===== src/rtl/hazard_pkg.sv =====
// Shared encodings for the D-stage hazard scoreboard: Tuse/Tnew stage offsets and the
// multiply/divide start codes.
package hazard_pkg;

    // Cycles from D until an operand is consumed
    localparam int unsigned TUSE_D = 0;
    localparam int unsigned TUSE_E = 1;
    localparam int unsigned TUSE_M = 2;

    // Cycles after entering E until a result is forwardable
    localparam int unsigned TNEW_NONE   = 0;
    localparam int unsigned TNEW_ALU    = 1;
    localparam int unsigned TNEW_MFHILO = 1;
    localparam int unsigned TNEW_LINK   = 1;
    localparam int unsigned TNEW_LOAD   = 2;

    typedef enum logic [1:0] {
        MD_NONE = 2'b00,
        MD_MULT = 2'b01,
        MD_DIV  = 2'b10,
        MD_RSVD = 2'b11
    } md_start_e;

endpackage


===== src/rtl/md_busy_timer.sv =====
// HI/LO busy countdown: loaded with the mult or div latency when a start issues,
// otherwise counts down to zero.
module md_busy_timer
    import hazard_pkg::*;
#(
    parameter int unsigned MULT_LAT = 5,
    parameter int unsigned DIV_LAT  = 10,
    parameter int unsigned MD_CW    = 4
) (
    input  logic       clk,
    input  logic       reset,
    input  logic       issue,
    input  logic [1:0] md_start,
    output logic       md_busy
);

    logic [MD_CW-1:0] md_cnt;
    logic [MD_CW-1:0] md_cnt_next;

    // A start only issues with md_cnt==0, so a load never races a running count
    always_comb begin
        md_cnt_next = md_cnt;
        if (issue && md_start == MD_MULT) begin
            md_cnt_next = MD_CW'(MULT_LAT);
        end else if (issue && md_start == MD_DIV) begin
            md_cnt_next = MD_CW'(DIV_LAT);
        end else if (md_cnt != '0) begin
            md_cnt_next = md_cnt - MD_CW'(1);
        end
    end

    always_ff @(posedge clk or posedge reset) begin
        if (reset) begin
            md_cnt <= '0;
        end else begin
            md_cnt <= md_cnt_next;
        end
    end

    assign md_busy = (md_cnt != '0);

endmodule


===== src/rtl/hazard_scoreboard.sv =====
// D-stage stall controller: per-GPR Tnew countdown scoreboard plus HI/LO busy timer,
// driving PC/D enables, the E-register bubble and a saturating stall counter.
module hazard_scoreboard
    import hazard_pkg::*;
#(
    parameter int unsigned REG_NUM  = 32,
    parameter int unsigned REG_AW   = 5,
    parameter int unsigned TNEW_W   = 2,
    parameter int unsigned MULT_LAT = 5,
    parameter int unsigned DIV_LAT  = 10,
    parameter int unsigned MD_CW    = 4
) (
    input  logic              clk,
    input  logic              reset,
    input  logic              d_valid,
    input  logic [REG_AW-1:0] rs_D,
    input  logic [REG_AW-1:0] rt_D,
    input  logic              use_rs,
    input  logic              use_rt,
    input  logic [TNEW_W-1:0] tuse_rs,
    input  logic [TNEW_W-1:0] tuse_rt,
    input  logic              wr_D,
    input  logic [REG_AW-1:0] dst_D,
    input  logic [TNEW_W-1:0] tnew_D,
    input  logic              md_op_D,
    input  logic [1:0]        md_start_D,
    output logic              pc_en,
    output logic              d_en,
    output logic              e_reset,
    output logic              md_busy,
    output logic [31:0]       stall_cycles
);

    logic [TNEW_W-1:0] cnt      [REG_NUM];
    logic [TNEW_W-1:0] cnt_next [REG_NUM];
    logic              hz_rs;
    logic              hz_rt;
    logic              hz_md;
    logic              stall;
    logic              issue;

    assign hz_rs = d_valid & use_rs & (rs_D != '0) & (cnt[rs_D] > tuse_rs);
    assign hz_rt = d_valid & use_rt & (rt_D != '0) & (cnt[rt_D] > tuse_rt);
    assign hz_md = d_valid & md_op_D & md_busy;

    assign stall   = hz_rs | hz_rt | hz_md;
    assign issue   = d_valid & ~stall;
    assign pc_en   = ~stall;
    assign d_en    = ~stall;
    assign e_reset = stall;

    // E/M/W never stall, so counters keep draining while D is held
    always_comb begin
        for (int r = 0; r < REG_NUM; r++) begin
            cnt_next[r] = '0;
            if (r != 0) begin
                if (issue && wr_D && dst_D == REG_AW'(r)) begin
                    cnt_next[r] = tnew_D;
                end else if (cnt[r] != '0) begin
                    cnt_next[r] = cnt[r] - TNEW_W'(1);
                end
            end
        end
    end

    always_ff @(posedge clk or posedge reset) begin
        if (reset) begin
            for (int r = 0; r < REG_NUM; r++) begin
                cnt[r] <= '0;
            end
        end else begin
            for (int r = 0; r < REG_NUM; r++) begin
                cnt[r] <= cnt_next[r];
            end
        end
    end

    always_ff @(posedge clk or posedge reset) begin
        if (reset) begin
            stall_cycles <= '0;
        end else if (stall && stall_cycles != 32'hFFFF_FFFF) begin
            stall_cycles <= stall_cycles + 32'd1;
        end
    end

    md_busy_timer #(
        .MULT_LAT (MULT_LAT),
        .DIV_LAT  (DIV_LAT),
        .MD_CW    (MD_CW)
    ) u_md_busy_timer (
        .clk      (clk),
        .reset    (reset),
        .issue    (issue),
        .md_start (md_start_D),
        .md_busy  (md_busy)
    );

endmodule


===== config.mk =====
export PLATFORM = sky130hd
export DESIGN_NAME = hazard_scoreboard
export DESIGN_NICKNAME = d
export VERILOG_FILES = /design/src/rtl/hazard_pkg.sv /design/src/rtl/md_busy_timer.sv /design/src/rtl/hazard_scoreboard.sv
export SDC_FILE = /design/constraint.sdc
export NUM_CORES = 1
export LEC_CHECK = 0
export ABC_CLOCK_PERIOD_IN_PS = 10000
export CAP_MARGIN = 40
export CORE_MARGIN = 2
export CORE_UTILIZATION = 50
export DETAILED_ROUTE_END_ITERATION = 8
export GPL_ROUTABILITY_DRIVEN = 1
export PLACE_DENSITY = 0.72
export SLEW_MARGIN = 25
export SYNTH_ARGS = -nofsm -noshare
export SYNTH_HDL_FRONTEND = slang
export SYNTH_HIERARCHICAL = 1
export SYNTH_SLANG_ARGS = --single-unit

===== constraint.sdc =====
create_clock -name clk -period 10 [get_ports clk]
set_input_delay 1.5 -clock clk [delete_from_list [all_inputs] [get_ports clk]]
set_output_delay 1.5 -clock clk [all_outputs]
set_load 0.02 [all_outputs]

==> reports/metrics.yaml, run 1 <==
status: "finished, final reports clean"
fmaxAchievable_mhz: 134
grt_pass1_wl_mm: 23.6
cap_violations: 0
min_path_type: "register to register"
synth_cell_type_count: 56
grt_max_degree: 45
min_period_over_period: 0.744
die_w_um: 112
met1_length_mm: 5.95
endpoint_kind: "output port"
h-tree-depth: 3
postSynth.asyncResetShare: 1.00
numPortBuffers: 65
rsz0062_at_grt: "false"
multi_input_comb_area_mm2: 0.00319
drive_gt1_frac: 0.165
first_global_vias: 4617
firstDrtPassIters: 5
gr-usage-all-layers: 0.239
initial_core_util: 0.509
fin_cells: 737
timing.rr.start: "cnt[1]$_DFF_PP0_"
crit_path_start_kind: "primary input"
synth_edf_count: 0
viasPerCell: 6.05
rows: 39
worst_slack_ns: 2.56
place.gp.congestion: 0.934
drt-total-wl_mm: 14.1
antenna_found_initial: 0
ctsResizeCount: 0
cts_buffers: 9
cts_buffer_depth: 2
power_per_cell_area_mw_per_mm2: 148
synth.avg_cell_area_um2: 11.0
worstPathMaxFanout: 12
ctsHoldBuffers: 0
p_total_mw: 1.03
met3_length_um: 980
dr_total_vias: 4462
final_common_cell: "dfrtp_1"
post-place-cells: 718
clk_latency_ns: 0.35
ir_drop_uv: 140
routed-wl-met2_mm: 6.87
num_antenna_cells: 0
hold_violations: 0
gr-total-overflow: 0
dr.max_layer_used: "met4"
fillers: 923
clk_pin_slew_ns: 0.07
first_iter_violations: 376
slew_violations: 0
netlist_instances: 527
regArea_mm2: 0.00245
die-area_mm2: 0.0124
core_area_mm2: 0.0114
leakagePower_nw: 2.86
ys_seq_area_frac: 0.424
min_period_ns: 7.44
critPathLaunch: "rt_D[0]"
synth_warnings: 6
cts.root.buffer_cell: "clkbuf_16"
skew_ns: 0.00668
avgRoutedWirePerCell_um: 19.2
dp_hpwl_mm: 10.3
critPathKind: "primary input to output port"
maxSlewHeadroom: 0.481
die_h_um: 112
synthToLayoutAreaGrowth_pct: 19.7
ys_seq_elements: 98
final.setup.tns_ns: 0
io_pins: 66
place_ws_ns: 2.62
crit_arrival_ns: 5.94
cts_tree: "done"
cts_setup_buffers: 0
synth_ff_type: "dfrtp_1"
cp.required_ns: 8.50
synth_fp_nets: 564
cts_sinks: 98
drtAntennaViolNets: 0
fin_nets: 626
drc: 0
hold_start: "stall_cycles[10]$_DFFE_PP0P_"
syn_area_mm2: 0.00578
tightest_slew_ns: 0.778
final_cell_mix: "dfrtp_1 (98), nand2_1 (77), clkdlybuf4s50_1 (64)"
setup_viol: 0
-- cells in the mapped netlist, types with 7 or more instances --
| cell | count | share of area |
|---|---|---|
| dfrtp_1 | 98 | 0.42 |
| nand2_1 | 77 | 0.050 |
| mux4_2 | 32 | 0.12 |
| nor2b_1 | 28 | 0.030 |
| xnor2_1 | 27 | 0.041 |
| o21ai_0 | 25 | 0.022 |
| mux2i_1 | 21 | 0.036 |
| nand2b_1 | 20 | 0.022 |
| nand3_1 | 20 | 0.017 |
| nor2_1 | 19 | 0.012 |
| mux2_2 | 18 | 0.035 |
| nor4_1 | 13 | 0.014 |
| clkbuf_1 | 11 | 0.0071 |
| nand4_1 | 11 | 0.012 |
| and3_1 | 10 | 0.011 |
| inv_1 | 9 | 0.0058 |
| ha_1 | 7 | 0.015 |
-- state kept, by name, summed over array words and instances (netlist names) --
register                cells
cnt                        62
stall_cycles               32
u_md_busy_timer/md_cnt      4
-- power breakdown --
group	switching [mW]	internal, mW
Clock	0.161	0.224
Sequential	0.0257	0.417
Combinational	0.107	0.0925
Total	0.293	0.734
-- worst max-delay path, stage by stage --
cell             delay (ns)
clkdlybuf4s50_1        0.93
buf_6                  0.25
mux4_2                 0.51
mux4_2                 0.48
mux2_2                 0.27
ha_1                   0.29
nor2b_1                0.16
o2111ai_1              0.21
o221ai_1               0.61
clkdlybuf4s50_1        0.74
-- metal layers --
metal / global-route usage / vias to the layer above
met5: 0 / -
met4: 0.0831 / 0
met3: 0.0517 / 25
met2: 0.382 / 182
met1: 0.325 / 2222
li1: - / 2033
-- final cells by class --
| cell class | instances | share of cell area |
|---|---|---|
| timing repair buffer | 72 | 0.105 |
| sequential | 98 | 0.354 |
| inverter | 10 | 0.00560 |
| clock buffer | 9 | 0.0325 |
| clock inverter | 7 | 0.0154 |
| tap | 143 | 0.0258 |
| multi-input combinational | 398 | 0.461 |
-- cells by family (layout without fill, tap and decap cells) --
logic type | count (synthesis) | count (layout) | synth area share
adder cells (fa/ha/maj) | 7 | 7 | 0.0151
AND/OR/NAND/NOR | 231 | 231 | 0.217
AO/OA/AOI/OAI | 48 | 48 | 0.0571
flip-flops | 98 | 98 | 0.424
multiplexers | 79 | 79 | 0.213
buffers and inverters | 31 | 98 | 0.0242
XOR/XNOR | 33 | 33 | 0.0500
-- final timing paths --
path,endpoint,slack (ns),cells after the start
setup / recovery,e_reset,2.56,10
hold / removal,stall_cycles[10]$_DFFE_PP0P_,0.50,1
setup reg to reg,cnt[58]$_DFF_PP0_,5.93,10
hold reg to reg,stall_cycles[10]$_DFFE_PP0P_,0.50,1
max in group asynchronous,cnt[41]$_DFF_PP0_,7.52,4
min in group asynchronous,u_md_busy_timer/md_cnt[0]$_DFFE_PP0P_,1.40,2
-- per-stage QoR --
stage | util | hold slack [ns] | instance area, um2
after floorplan | - | 0.517 | 5780
after global placement | 0.574 | 0.481 | 6530
after detailed placement | 0.576 | 0.483 | 6550
after CTS | 0.606 | 0.501 | 6890
after global routing | 0.609 | 0.528 | 6920
final | 0.609 | 0.498 | 6920
(Power assumes the default switching activity.)
==> inputs of run 2 (changes only) <==
ABC_CLOCK_PERIOD_IN_PS = 7300   (was 10000)
clock period = 7.3 ns   (was 10 ns; I/O delays follow)
==> run 2 against run 1 <==
Effect of this change:
- worst setup slack worse by 1.6 ns
- register-to-register slack worse by 2.7 ns
- global-route usage up 0.79 points
- final cell count is 0.41% higher
- first-iteration DRC count grew 20%
- clock power increased by 16%
- wire length up 2.1%
- total power increased by 30%
- flip-flop and latch count did not move
- clock-buffer cell count is 1 higher
- critical endpoint unchanged
==> reports/metrics.yaml, run 2 (synthesis gave the netlist of run 1 again) <==
numPortBuffers: 65  # unchanged
num_antenna_cells: 0  # unchanged
dp_hpwl_mm: 10.2  # -1.3%
holdWs_ns: 0.487  # -0.0108 ns
rr_endpoint: "cnt[58]$_DFF_PP0_"
fmaxAchievable_mhz: 159
io_pins: 66  # unchanged
met3_length_um: 938  # -4.3%
core_area_mm2: 0.0114  # unchanged
cts.root.buffer_cell: "clkbuf_16"
die_h_um: 112  # unchanged
min_period_ns: 6.30
dr.max_layer_used: "met4"
first_iter_violations: 453  # +20%
initial_core_util: 0.509  # unchanged
die-area_mm2: 0.0124  # unchanged
placed_cell_area_mm2: 0.00656  # about the same
ctsResizeCount: 0  # unchanged
post-place-cells: 720  # +0.28%
gr-usage-all-layers: 0.246  # +0.00791
clk_pin_slew_ns: 0.06  # about the same
worstPathMaxFanout: 10  # -2
h-tree-depth: 3  # unchanged
drive_gt1_frac: 0.168  # +0.00252
regArea_mm2: 0.00245  # unchanged
min_period_over_period: 0.863
drtAntennaViolNets: 0  # unchanged
stdcell_area_mm2: 0.00691  # -0.24%
slew_violations: 0  # unchanged
clk_latency_ns: 0.34  # about the same
min_to: "stall_cycles[7]$_DFFE_PP0P_"
ctsHoldBuffers: 0  # unchanged
critPathKind: "primary input to output port"
routed-wl-met2_mm: 7.14  # +4.0%
cap_violations: 0  # unchanged
utilization: 0.607  # -0.00143
first_global_vias: 4838  # +4.8%
reg2regPathDepth: 10  # unchanged
fin_cells: 740  # +0.41%
rows: 39  # unchanged
drt-total-wl_mm: 14.4  # +2.1%
ir_drop_uv: 192  # +37%
final.setup.tns_ns: 0  # unchanged
cts_sinks: 98  # unchanged
avgRoutedWirePerCell_um: 19.5  # +1.7%
endpoint_kind: "output port"
hold_start: "stall_cycles[7]$_DFFE_PP0P_"
power_per_cell_area_mw_per_mm2: 193  # +30%
cts_tree: "done"
cts_buffers: 9  # unchanged
drc: 0  # unchanged
cts_setup_buffers: 0  # unchanged
cp.required_ns: 6.20  # -2.30 ns
gr-total-overflow: 0  # unchanged
rsz0062_at_grt: "false"
place_ws_ns: 0.708  # -1.91 ns
skew_ns: 0.00804  # +0.00136 ns
maxSlewHeadroom: 0.457  # -0.0243
cts_buffer_depth: 2  # unchanged
hold_violations: 0  # unchanged
antenna_found_initial: 0  # unchanged
die_w_um: 112  # unchanged
rrSetupSlack_ns: 3.20  # -2.73 ns
p_total_mw: 1.34  # +30%
largest_reg_flops: 62  # unchanged
multi_input_comb_area_mm2: 0.00319  # unchanged
fillers: 967  # +4.8%
final_cell_mix: "dfrtp_1 (98), nand2_1 (77), clkdlybuf4s50_1 (65)"
crit_path_start_kind: "primary input"
largest_register: "cnt"
met1_length_mm: 6.01  # +1.1%
min_path_type: "register to register"
grt_max_degree: 71  # +58%
dr_total_vias: 4496  # +0.76%
crit_arrival_ns: 5.20  # -0.74 ns
timing.rr.start: "cnt[17]$_DFF_PP0_"
leakagePower_nw: 2.86  # about the same
viasPerCell: 6.08  # +0.35%
firstDrtPassIters: 5  # unchanged
min_path_cells: 1  # unchanged
setup_viol: 0  # unchanged
fin_nets: 629  # +0.48%
synthToLayoutAreaGrowth_pct: 19.4
worst_slack_ns: 1.00  # -1.56 ns
largestRegisters: "cnt: 62 flops, stall_cycles: 32 flops, u_md_busy_timer/md_cnt: 4 flops"
status: "finished, final reports clean"
grt_pass1_wl_mm: 24.3  # +3.0%
tightest_slew_ns: 0.814  # +0.0364 ns
place.gp.congestion: 0.933  # about the same
final_common_cell: "dfrtp_1"
[run 2: changes by cell type in the layout (fill, tap and decap cells not counted)]
| cell | before | now |
|---|---|---|
| clkinv_4 | 1 | 2 |
| buf_16 | 0 | 1 |
| bufinv_16 | 2 | 0 |
| buf_8 | 1 | 2 |
| clkinv_2 | 1 | 4 |
| inv_8 | 1 | 0 |
| buf_12 | 1 | 0 |
| buf_4 | 2 | 6 |
| buf_6 | 3 | 1 |
| clkbuf_8 | 0 | 1 |
| clkdlybuf4s50_1 | 64 | 65 |
| buf_2 | 1 | 0 |
| inv_6 | 3 | 1 |
[run 2: worst max path at each step]
| stage | start | to | cells after the start |
|---|---|---|---|
| 2_1_floorplan | rt_D[1] | pc_en | 11 |
| 4_1_cts | rt_D[0] | e_reset | 9 |
| 3_5_place_dp | rt_D[0] | e_reset | 9 |
| 6_report | rt_D[1] | e_reset | 10 |
| 3_3_place_gp | rt_D[0] | e_reset | 9 |
| 5_1_grt | rs_D[0] | e_reset | 10 |
[run 2: area by class of cell]
class | instances | share of cell area
Multi-Input combinational cell | 398 | 0.462
Sequential cell | 98 | 0.355
Timing Repair Buffer | 75 | 0.111
Clock buffer | 10 | 0.0346
Tap cell | 143 | 0.0259
Clock inverter | 6 | 0.00598
Inverter | 10 | 0.00562
[run 2: power by group]
group          internal [mW]  total (mW)  leakage (nW)  switching, mW
logic                  0.129       0.280          1.37          0.151
registers              0.572       0.608          1.35         0.0359
clock network          0.241       0.448         0.143          0.207
[run 2: worst max-delay path, cell delays in order]
cell	delay, ns
clkdlybuf4s50_1	0.77
buf_4	0.28
mux4_2	0.32
mux4_2	0.48
mux2_2	0.28
ha_1	0.28
nor2b_1	0.13
o2111ai_1	0.20
o221ai_1	0.61
clkdlybuf4s50_1	0.74
[run 2: layer usage]
metal / GRT usage / vias to the layer above
li1: - / 2036
met1: 0.314 / 2240
met2: 0.413 / 188
met3: 0.0588 / 32
met4: 0.0914 / 0
met5: 0 / -
==> inputs of run 3 (changes only) <==
CTS_CLUSTER_SIZE = 24   (was not set)
DONT_BUFFER_PORTS = 1   (was not set)
PLACE_DENSITY = not set   (was 0.72)
==> run 3 against run 2 <==
Effect of this change:
- via count shrank 7.4%
- sequential power grew 3%
- clock power is essentially flat
- worst hold slack gained 0.025 ns
- critical path depth shrank 1
- critical endpoint is now d_en
- largest cell class unchanged
- first-iteration DRC count shrank 36%
- register-to-register slack gained 0.05 ns
- non-clock buffer count shrank 71
- utilization shrank 6.3 points
==> reports/metrics.yaml, run 3 (synthesis gave the netlist of run 1 again) <==
status: "finished, final reports clean"
min_path_type: "primary input to async pin"
ctsResizeCount: 0  # unchanged
critPathKind: "primary input to output port"
maxSlewHeadroom: 0.494  # +0.0373
ir_drop_uv: 176  # -8.0%
first_iter_violations: 289  # -36%
ctsHoldBuffers: 0  # unchanged
cap_violations: 0  # unchanged
timing.rr.start: "cnt[49]$_DFF_PP0_"
dr_total_vias: 4165  # -7.4%
clk_latency_ns: 0.36  # +0.02 ns
final_cell_mix: "dfrtp_1 (98), nand2_1 (77), mux4_2 (32)"
final.setup.tns_ns: 0  # unchanged
gr-usage-all-layers: 0.234  # -0.0126
skew_ns: 0.00983  # +0.00178 ns
cp_slowest_cell: "mux4_2"
clk_pin_slew_ns: 0.07  # about the same
grt_max_degree: 49  # -31%
place_ws_ns: 2.41  # +1.70 ns
place.gp.congestion: 0.865  # -7.3%
gr-total-overflow: 0  # unchanged
cts_tree: "done"
drive_gt1_frac: 0.177  # +0.00930
power_per_cell_area_mw_per_mm2: 202  # +4.7%
synthToLayoutAreaGrowth_pct: 7.07
drtAntennaViolNets: 0  # unchanged
drt-total-wl_mm: 13.6  # -5.7%
viasPerCell: 6.23  # +2.5%
timing.critical_path.mode_cell: "mux4_2"
critical_path.top_delay_family: "multiplexers"
largest_reg_flops: 62  # unchanged
cts_buffer_depth: 2  # unchanged
die_h_um: 112  # unchanged
reg2regPathDepth: 10  # unchanged
setup_viol: 0  # unchanged
cp.buffers_inverters: 2  # -1
drc: 0  # unchanged
final_common_cell: "dfrtp_1"
first_global_vias: 4316  # -11%
post-place-cells: 652  # -9.4%
leakagePower_nw: 2.57  # -10%
rsz0062_at_grt: "false"
numPortBuffers: 0  # -100%
h-tree-depth: 3  # unchanged
slowest_delay_ns: 0.48  # -0.29 ns
endpoint_kind: "output port"
die-area_mm2: 0.0124  # unchanged
cts_sinks: 98  # unchanged
rr_endpoint: "cnt[58]$_DFF_PP0_"
dp_hpwl_mm: 9.78  # -3.8%
largest_register: "cnt"
die_w_um: 112  # unchanged
io_pins: 66  # unchanged
cp.required_ns: 6.20  # about the same
rows: 39  # unchanged
rrSetupSlack_ns: 3.25  # +0.05 ns
min_period_ns: 4.93  # -1.37 ns
path_cells: "mux4_2 -> mux4_2 -> mux2_2 -> ha_1 -> nor2b_1 -> o2111ai_1 -> o221ai_1 -> buf_4 -> inv_1"
antenna_found_initial: 0  # unchanged
firstDrtPassIters: 5  # unchanged
hold_violations: 0  # unchanged
initial_core_util: 0.509  # unchanged
avgRoutedWirePerCell_um: 20.3  # +4.3%
slew_violations: 0  # unchanged
num_antenna_cells: 0  # unchanged
largestRegisters: "cnt: 62 flops, stall_cycles: 32 flops, u_md_busy_timer/md_cnt: 4 flops"
fmaxAchievable_mhz: 203  # +28%
worstPathMaxFanout: 18  # +8
worst_slack_ns: 2.37  # +1.37 ns
cts_buffers: 9  # unchanged
core_area_mm2: 0.0114  # unchanged
tightest_slew_ns: 0.758  # -0.0558 ns
crit_arrival_ns: 3.83  # -1.37 ns
cts_setup_buffers: 0  # unchanged
fin_nets: 558  # -11%
fin_cells: 669  # -9.6%
grt_pass1_wl_mm: 23.0  # -5.5%
min_period_over_period: 0.675  # -0.187
crit_path_start_kind: "primary input"
cts.root.buffer_cell: "clkbuf_16"
[run 3: changes by cell type in the layout (fill, tap and decap cells not counted), sizes merged]
| cell | delta |
|---|---|
| clkinv | -4 |
| clkinvlp | +4 |
| clkdlybuf4s50 | -65 |
| buf | -6 |
[run 3: area by class of cell]
type / instances / area, um2
fillers: 1018 / 5180
multi-input cells: 398 / 3190
flip-flops and latches: 98 / 2450
clock buffers: 10 / 229
well taps: 143 / 179
repair buffers: 4 / 57.6
clock inverters: 6 / 43.8
inverters: 10 / 40.0
[run 3: report_power, final]
part	internal, mW	switching, mW	total, mW
Sequential	0.571	0.0558	0.627
Combinational	0.0819	0.0989	0.181
Clock	0.231	0.215	0.446
Total	0.884	0.370	1.25
[run 3: worst max path at each step]
| stage | endpoint | start | slack (ns) | depth (start not counted) |
|---|---|---|---|---|
| final | d_en | rt_D[0] | 2.37 | 9 |
| after global routing | d_en | rt_D[0] | 2.31 | 9 |
| after CTS | d_en | rt_D[0] | 2.40 | 9 |
| after detailed placement | d_en | rt_D[0] | 2.41 | 9 |
| after global placement | d_en | rt_D[0] | 2.04 | 8 |
| after floorplan | pc_en | rt_D[1] | 1.89 | 11 |
[run 3: through the flow]
step / total power [mW] / hold WS [ns] / area [um2] / utilization
floorplan: 0.787 / 0.517 / 5780 / -
global placement: 0.807 / 0.552 / 5870 / 0.516
detailed placement: 0.818 / 0.557 / 5910 / 0.519
CTS: 1.26 / 0.509 / 6180 / 0.543
global route: 1.31 / 0.511 / 6190 / 0.545
finish: 1.25 / 0.513 / 6190 / 0.545
[run 3: layer usage]
layer	GRT usage	routed length (um)	up-vias
met5	0	0	-
met4	0.0840	359	0
met3	0.0697	1160	27
met2	0.360	6220	176
met1	0.318	5860	2064
li1	-	-	1898
